### src/rtl/eth_debug_pkg.sv
// Shared definitions for the debug-path character formatting blocks.
package eth_debug_pkg;

  localparam logic [7:0] ASCII_CR = 8'h0D;
  localparam logic [7:0] ASCII_LF = 8'h0A;
  localparam logic [7:0] ASCII_SP = 8'h20;

  typedef enum logic [1:0] {
    PASS = 2'd0,
    SEP  = 2'd1,
    CR   = 2'd2,
    LF   = 2'd3
  } framer_state_t;

endpackage : eth_debug_pkg

### src/rtl/hex_line_framer_idle_timer.sv
// Idle gap counter: counts enabled cycles, flags the last cycle of the gap.
module idle_timer #(
  parameter int N = 1_000_000
) (
  input  logic clk,
  input  logic reset,
  input  logic en,
  input  logic clr,
  output logic expire
);

  localparam int W = (N > 1) ? $clog2(N) : 1;
  localparam logic [W-1:0] LAST = W'(N - 1);

  logic [W-1:0] idle_cnt_q;
  logic [W-1:0] idle_cnt_d;

  // Next count: clear wins over counting, otherwise hold.
  always_comb begin
    idle_cnt_d = idle_cnt_q;
    if (clr) begin
      idle_cnt_d = '0;
    end else if (en) begin
      idle_cnt_d = idle_cnt_q + 1'b1;
    end
  end

  // Counter register.
  always_ff @(posedge clk or negedge reset) begin
    if (!reset) begin
      idle_cnt_q <= '0;
    end else begin
      idle_cnt_q <= idle_cnt_d;
    end
  end

  assign expire = (idle_cnt_q == LAST);

endmodule : idle_timer

### src/rtl/hex_line_framer.sv
// Formats the ASCII hex-character debug stream into terminal lines:
// separator after each character pair, CR LF after a full line or an idle gap.
module hex_line_framer
  import eth_debug_pkg::*;
#(
  parameter int         BYTES_PER_LINE = 8,
  parameter int         IDLE_CYCLES    = 1_000_000,
  parameter logic [7:0] SEP_CHAR       = 8'h20
) (
  input  logic       clk,
  input  logic       reset,
  input  logic       in_valid,
  input  logic [7:0] in_data,
  output logic       in_ready,
  output logic       out_wr,
  output logic [7:0] out_data,
  input  logic       out_full
);

  localparam int PW = (BYTES_PER_LINE > 1) ? $clog2(BYTES_PER_LINE) : 1;
  localparam logic [PW-1:0] LAST_PAIR = PW'(BYTES_PER_LINE - 1);

  framer_state_t state_q, state_d;
  logic          char_odd_q, char_odd_d;
  logic [PW-1:0] pair_cnt_q, pair_cnt_d;

  logic       in_ready_c;
  logic       out_wr_c;
  logic [7:0] out_data_c;
  logic       idle_en;
  logic       idle_clr;
  logic       idle_expire;
  logic       flush;

  idle_timer #(
    .N(IDLE_CYCLES)
  ) u_idle_timer (
    .clk   (clk),
    .reset (reset),
    .en    (idle_en),
    .clr   (idle_clr),
    .expire(idle_expire)
  );

  // Next-state, pair/odd bookkeeping and the zero-latency output mux.
  always_comb begin
    state_d    = state_q;
    char_odd_d = char_odd_q;
    pair_cnt_d = pair_cnt_q;
    in_ready_c = 1'b0;
    out_wr_c   = 1'b0;
    out_data_c = 8'h00;
    idle_en    = 1'b0;
    flush      = 1'b0;

    case (state_q)
      PASS: begin
        in_ready_c = ~out_full;
        if (in_valid && !out_full) begin
          out_wr_c   = 1'b1;
          out_data_c = in_data;
          char_odd_d = ~char_odd_q;
          if (char_odd_q) begin
            if (pair_cnt_q == LAST_PAIR) begin
              state_d    = CR;
              pair_cnt_d = '0;
            end else begin
              state_d    = SEP;
              pair_cnt_d = pair_cnt_q + 1'b1;
            end
          end
        end else begin
          // A transfer always beats the timeout; only a quiet, non-empty line ages.
          idle_en = (pair_cnt_q != '0) || char_odd_q;
          if (idle_en && idle_expire) begin
            flush      = 1'b1;
            state_d    = CR;
            pair_cnt_d = '0;
            char_odd_d = 1'b0;
          end
        end
      end
      SEP: begin
        out_wr_c   = ~out_full;
        out_data_c = SEP_CHAR;
        if (!out_full) state_d = PASS;
      end
      CR: begin
        out_wr_c   = ~out_full;
        out_data_c = ASCII_CR;
        if (!out_full) state_d = LF;
      end
      LF: begin
        out_wr_c   = ~out_full;
        out_data_c = ASCII_LF;
        if (!out_full) state_d = PASS;
      end
      default: begin
        state_d = PASS;
      end
    endcase

    idle_clr = ~idle_en | flush;
  end

  // State and line-position registers.
  always_ff @(posedge clk or negedge reset) begin
    if (!reset) begin
      state_q    <= PASS;
      char_odd_q <= 1'b0;
      pair_cnt_q <= '0;
    end else begin
      state_q    <= state_d;
      char_odd_q <= char_odd_d;
      pair_cnt_q <= pair_cnt_d;
    end
  end

  // Outputs are forced quiet for as long as reset is held low.
  assign in_ready = reset & in_ready_c;
  assign out_wr   = reset & out_wr_c;
  assign out_data = reset ? out_data_c : 8'h00;

endmodule : hex_line_framer
### config.mk
export PLATFORM = sky130hd
export DESIGN_NAME = hex_line_framer
export DESIGN_NICKNAME = d
export VERILOG_FILES = /design/src/rtl/eth_debug_pkg.sv /design/src/rtl/hex_line_framer_idle_timer.sv /design/src/rtl/hex_line_framer.sv
export SDC_FILE = /design/constraint.sdc
export NUM_CORES = 1
export LEC_CHECK = 0
export ABC_AREA = 1
export CORE_ASPECT_RATIO = 0.75
export CORE_MARGIN = 3
export CORE_UTILIZATION = 55
export CTS_CLUSTER_DIAMETER = 40
export DETAILED_ROUTE_END_ITERATION = 10
export MAX_ROUTING_LAYER = met4
export PLACE_DENSITY_LB_ADDON = 0.3
export SLEW_MARGIN = 5
export SYNTH_ARGS = -nofsm -noshare
export SYNTH_HDL_FRONTEND = slang
export SYNTH_HIERARCHICAL = 1
export SYNTH_SLANG_ARGS = --single-unit
### constraint.sdc
create_clock -name clk -period 3.1 [get_ports clk]
set_clock_uncertainty 0.15 [all_clocks]
set_input_delay 0.62 -clock clk [delete_from_list [all_inputs] [get_ports clk]]
set_output_delay 0.62 -clock clk [all_outputs]
set_load 0.1 [all_outputs]
==> summary.md <==
| Metric | Value |
|---|---|
| Initial antenna violation count | `0` |
| Setup CP Type | `flip-flop to flip-flop` |
| Placed cell areas | `0.00212 mm^2` |
| Reg clk slew, reported paths | `0.09 ns` |
| Port bufs | `21` |
| Fill count | `202` |
| Dpl hpwl | `3.31 mm` |
| Area share of the largest cell type after synthesis | `37.5%` |
| # IOs | `22` |
| Critical Path Start Type | `flip-flop` |
| Outcome | `completed` |
| Largest net degree at the start of global routing | `26` |
| Fmax | `361 MHz` |
| Critical path capture point type | `flip-flop` |
| Avg Cell Area, Syn | `6.85 um^2` |
| N_diodes | `0` |
| Min Tclk post-route | `2.77 ns` |
| Later-pin clock latency in the skew report | `0.28 ns` |
| RSZ-0062 raised after global routing | `no` |
| TritonCTS clock tree | `yes` |
| Synth area leader | `dfrtp_1` |
| Detailed Routing Iterations Pass 1 | `5` |
| Async SR Flop Fraction | `100%` |
| GP Congestion | `0.931` |
| Synth Register Bits | `26` |
| Ratio of cells with drive above 1 in the final layout | `16.4%` |
| Maximum vdd ir drop | `371 uV` |
| Synth area leaders | `dfrtp_1 38%, nand2_1 14%, nor2_1 8.9%` |
| Starting DRT DRC Count | `253` |
| Fin crit share | `89.3%` |
| Mapped Nets | `269` |
| Drt drc | `0` |
| Vias per Instance | `5.57` |
| Initial Utilization | `61.8%` |
| Switching pwr | `0.000617 W` |
| Max-slew headroom | `68.7%` |
| Least-Margin Pin Slew | `0.470 ns` |
| Required time of the critical path | `3.11 ns` |
| Clock sinks | `26` |
| Net Sw Frac | `46.2%` |
| Multi-input logic area | `955 um^2` |
| Final setup viols | `0` |
| Most frequent cells after synthesis | `65 x nand2_1, 41 x nor2_1, 31 x inv_1` |
| Internal cell power | `0.000718 W` |
| Synth Flop Type | `dfrtp_1` |
| Top-count cell post-synth | `nand2_1` |
| Post-Syn Area | `0.00173 mm^2` |
| DR WL/cell | `13.5 um` |
| Final Hold Fails | `0` |
| Share of power burned in registers | `30.7%` |
| Max clock buf depth | `2` |
| Mapped Cells | `253` |
| CTS H-tree lvls | `1` |
| WHS Path Cells | `2` |
| Core footprint | `0.00280 mm^2` |
| Max Slew Vio Count | `0` |
| First-pass GRT wire length | `7.29 mm` |
| Num CTS Buffers | `3` |
| CP max FO | `10` |
| Die area | `0.00387 mm^2` |
| Worst R2R Path Depth | `12` |
| Overflow after GRT | `0` |
| Pleak | `0.947 nW` |
| Register Area | `651 um^2` |
| Post-route ant nets | `0` |
| Logic pwr share | `52.8%` |
| EDFF count, synth | `0` |
| Gr usage total | `25.2%` |
| Horiz. Die Dim | `70.8 um` |
| # hold bufs at CTS | `0` |
| Max cap viols | `0` |
| Row cnt | `16` |
| Synthesis Warnings | `6` |
| Worst endpoint data arrival time | `2.78 ns` |
| Number of global-route vias before repair | `1505` |
| HP Class | `flip-flop to flip-flop` |
| Clk pwr share | `16.5%` |
| Height of the die | `54.6 um` |
| Vias | `1766` |
| Post-layout nets | `298` |
| Register area share after synthesis | `37.5%` |
| Detailed-route wire length | `4.28 mm` |
| Distinct cells, synth | `22` |
| Final instance area | `0.00218 mm^2` |
| Power density of the placed cells | `611 mW/mm^2` |
| Area growth, synth to finish | `26.1%` |
| Clk root buf | `clkbuf_8` |
| Setup TNS | `0 ns` |
## power by group through the flow
| stage | sequential [W] | clock [W] | combinational, W |
|---|---|---|---|
| after floorplan | 0.000407 | 0 | 0.000483 |
| after global placement | 0.000416 | 0 | 0.000685 |
| after detailed placement | 0.000416 | 0 | 0.000698 |
| after CTS | 0.000409 | 0.000225 | 0.000702 |
| after global routing | 0.000416 | 0.000231 | 0.000759 |
| final | 0.000410 | 0.000220 | 0.000705 |
## registers in the layout (all words and copies together), names as in the netlist
| register | cells |
|---|---|
| state_q | 2 |
| char_odd_q | 1 |
| pair_cnt_q | 3 |
| u_idle_timer/idle_cnt_q | 20 |
## per-layer routing
| layer | global-route usage, % | routed length, um | share of wire [%] | vias to the layer above |
|---|---|---|---|---|
| met3 | 4.95 | 391 | 9.1 | 7 |
| met1 | 38.4 | 2050 | 48 | 801 |
| li1 | - | - | - | 868 |
| met4 | 2.50 | 35 | 0.82 | 0 |
| met2 | 35.7 | 1800 | 42 | 90 |
| met5 | - | 0 | 0 | - |
## what timing repair did
action,CTS,global route
setup endpoints to repair,0,2
buffers inserted,0,0
gates resized for setup,0,1
## area by class of cell
type	instances	share of cell area (%)
Multi-Input combinational cell	189	43.7
Sequential cell	26	29.8
Timing Repair Buffer	25	15.6
Inverter	37	6.36
Clock buffer	4	2.52
Tap cell	36	2.06
## worst paths after layout
| path | start | endpoint | slack (ns) |
|---|---|---|---|
| max in group asynchronous | reset | u_idle_timer/idle_cnt_q[1] | 1.73 |
| min reg2reg | pair_cnt_q[1] | pair_cnt_q[1] | 0.37 |
| max reg2reg | u_idle_timer/idle_cnt_q[0] | u_idle_timer/idle_cnt_q[7] | 0.33 |
| min in group asynchronous | reset | state_q[1] | 0.44 |
| max | u_idle_timer/idle_cnt_q[0] | u_idle_timer/idle_cnt_q[7] | 0.33 |
| min | pair_cnt_q[1] | pair_cnt_q[1] | 0.37 |
## metrics by stage
| step | hold WS (ns) | std cells | total power (W) | worst slack [ns] | util [%] |
|---|---|---|---|---|---|
| 2_1_floorplan | 0.174 | 253 | 0.000889 | -0.0120 | - |
| 3_3_place_gp | 0.351 | 313 | 0.00110 | 0.334 | 75.8 |
| 4_1_cts | 0.378 | 317 | 0.00134 | 0.311 | 77.7 |
| 6_report | 0.371 | 317 | 0.00134 | 0.331 | 77.9 |
| 5_1_grt | 0.409 | 317 | 0.00141 | 0.0690 | 77.9 |
| 3_5_place_dp | 0.357 | 313 | 0.00111 | 0.247 | 75.8 |
## layout by cell type, fill, tap and decap left out, drive strengths merged
cell type | netlist | layout
ha | 4 | 4
a31oi | 1 | 1
clkbuf | 1 | 4
nand2 | 71 | 71
clkdlybuf4s50 | 0 | 11
nor4 | 1 | 1
xnor2 | 1 | 1
buf | 0 | 14
nor2 | 50 | 50
inv | 37 | 37
dfrtp | 26 | 26
a22oi | 1 | 1
nand4 | 9 | 9
o21ai | 11 | 11
a21oi | 14 | 14
nor3 | 6 | 6
nand3 | 20 | 20
## critical path, cell delays in order, from the launching register on
cell,delay [ns]
dfrtp_1,0.43
ha_1,0.19
nand2_1,0.13
nor2_4,0.16
nand2_1,0.11
nor4_2,0.35
inv_1,0.09
nand2_1,0.20
nor2_4,0.11
nor2_1,0.30
nand2_1,0.14
o21ai_0,0.22
a21oi_1,0.07
## logic make-up (layout without fill, tap and decap cells)
kind of cell | Yosys count | count (layout) | synth area share, %
compound gates | 27 | 27 | 9.03
xor+xnor | 1 | 1 | 0.506
fa+ha+maj | 4 | 4 | 2.89
buf+inv | 38 | 66 | 8.23
flops | 26 | 26 | 37.5
simple gates | 157 | 157 | 41.8
No activity file was read; power rests on OpenSTA's default activity.
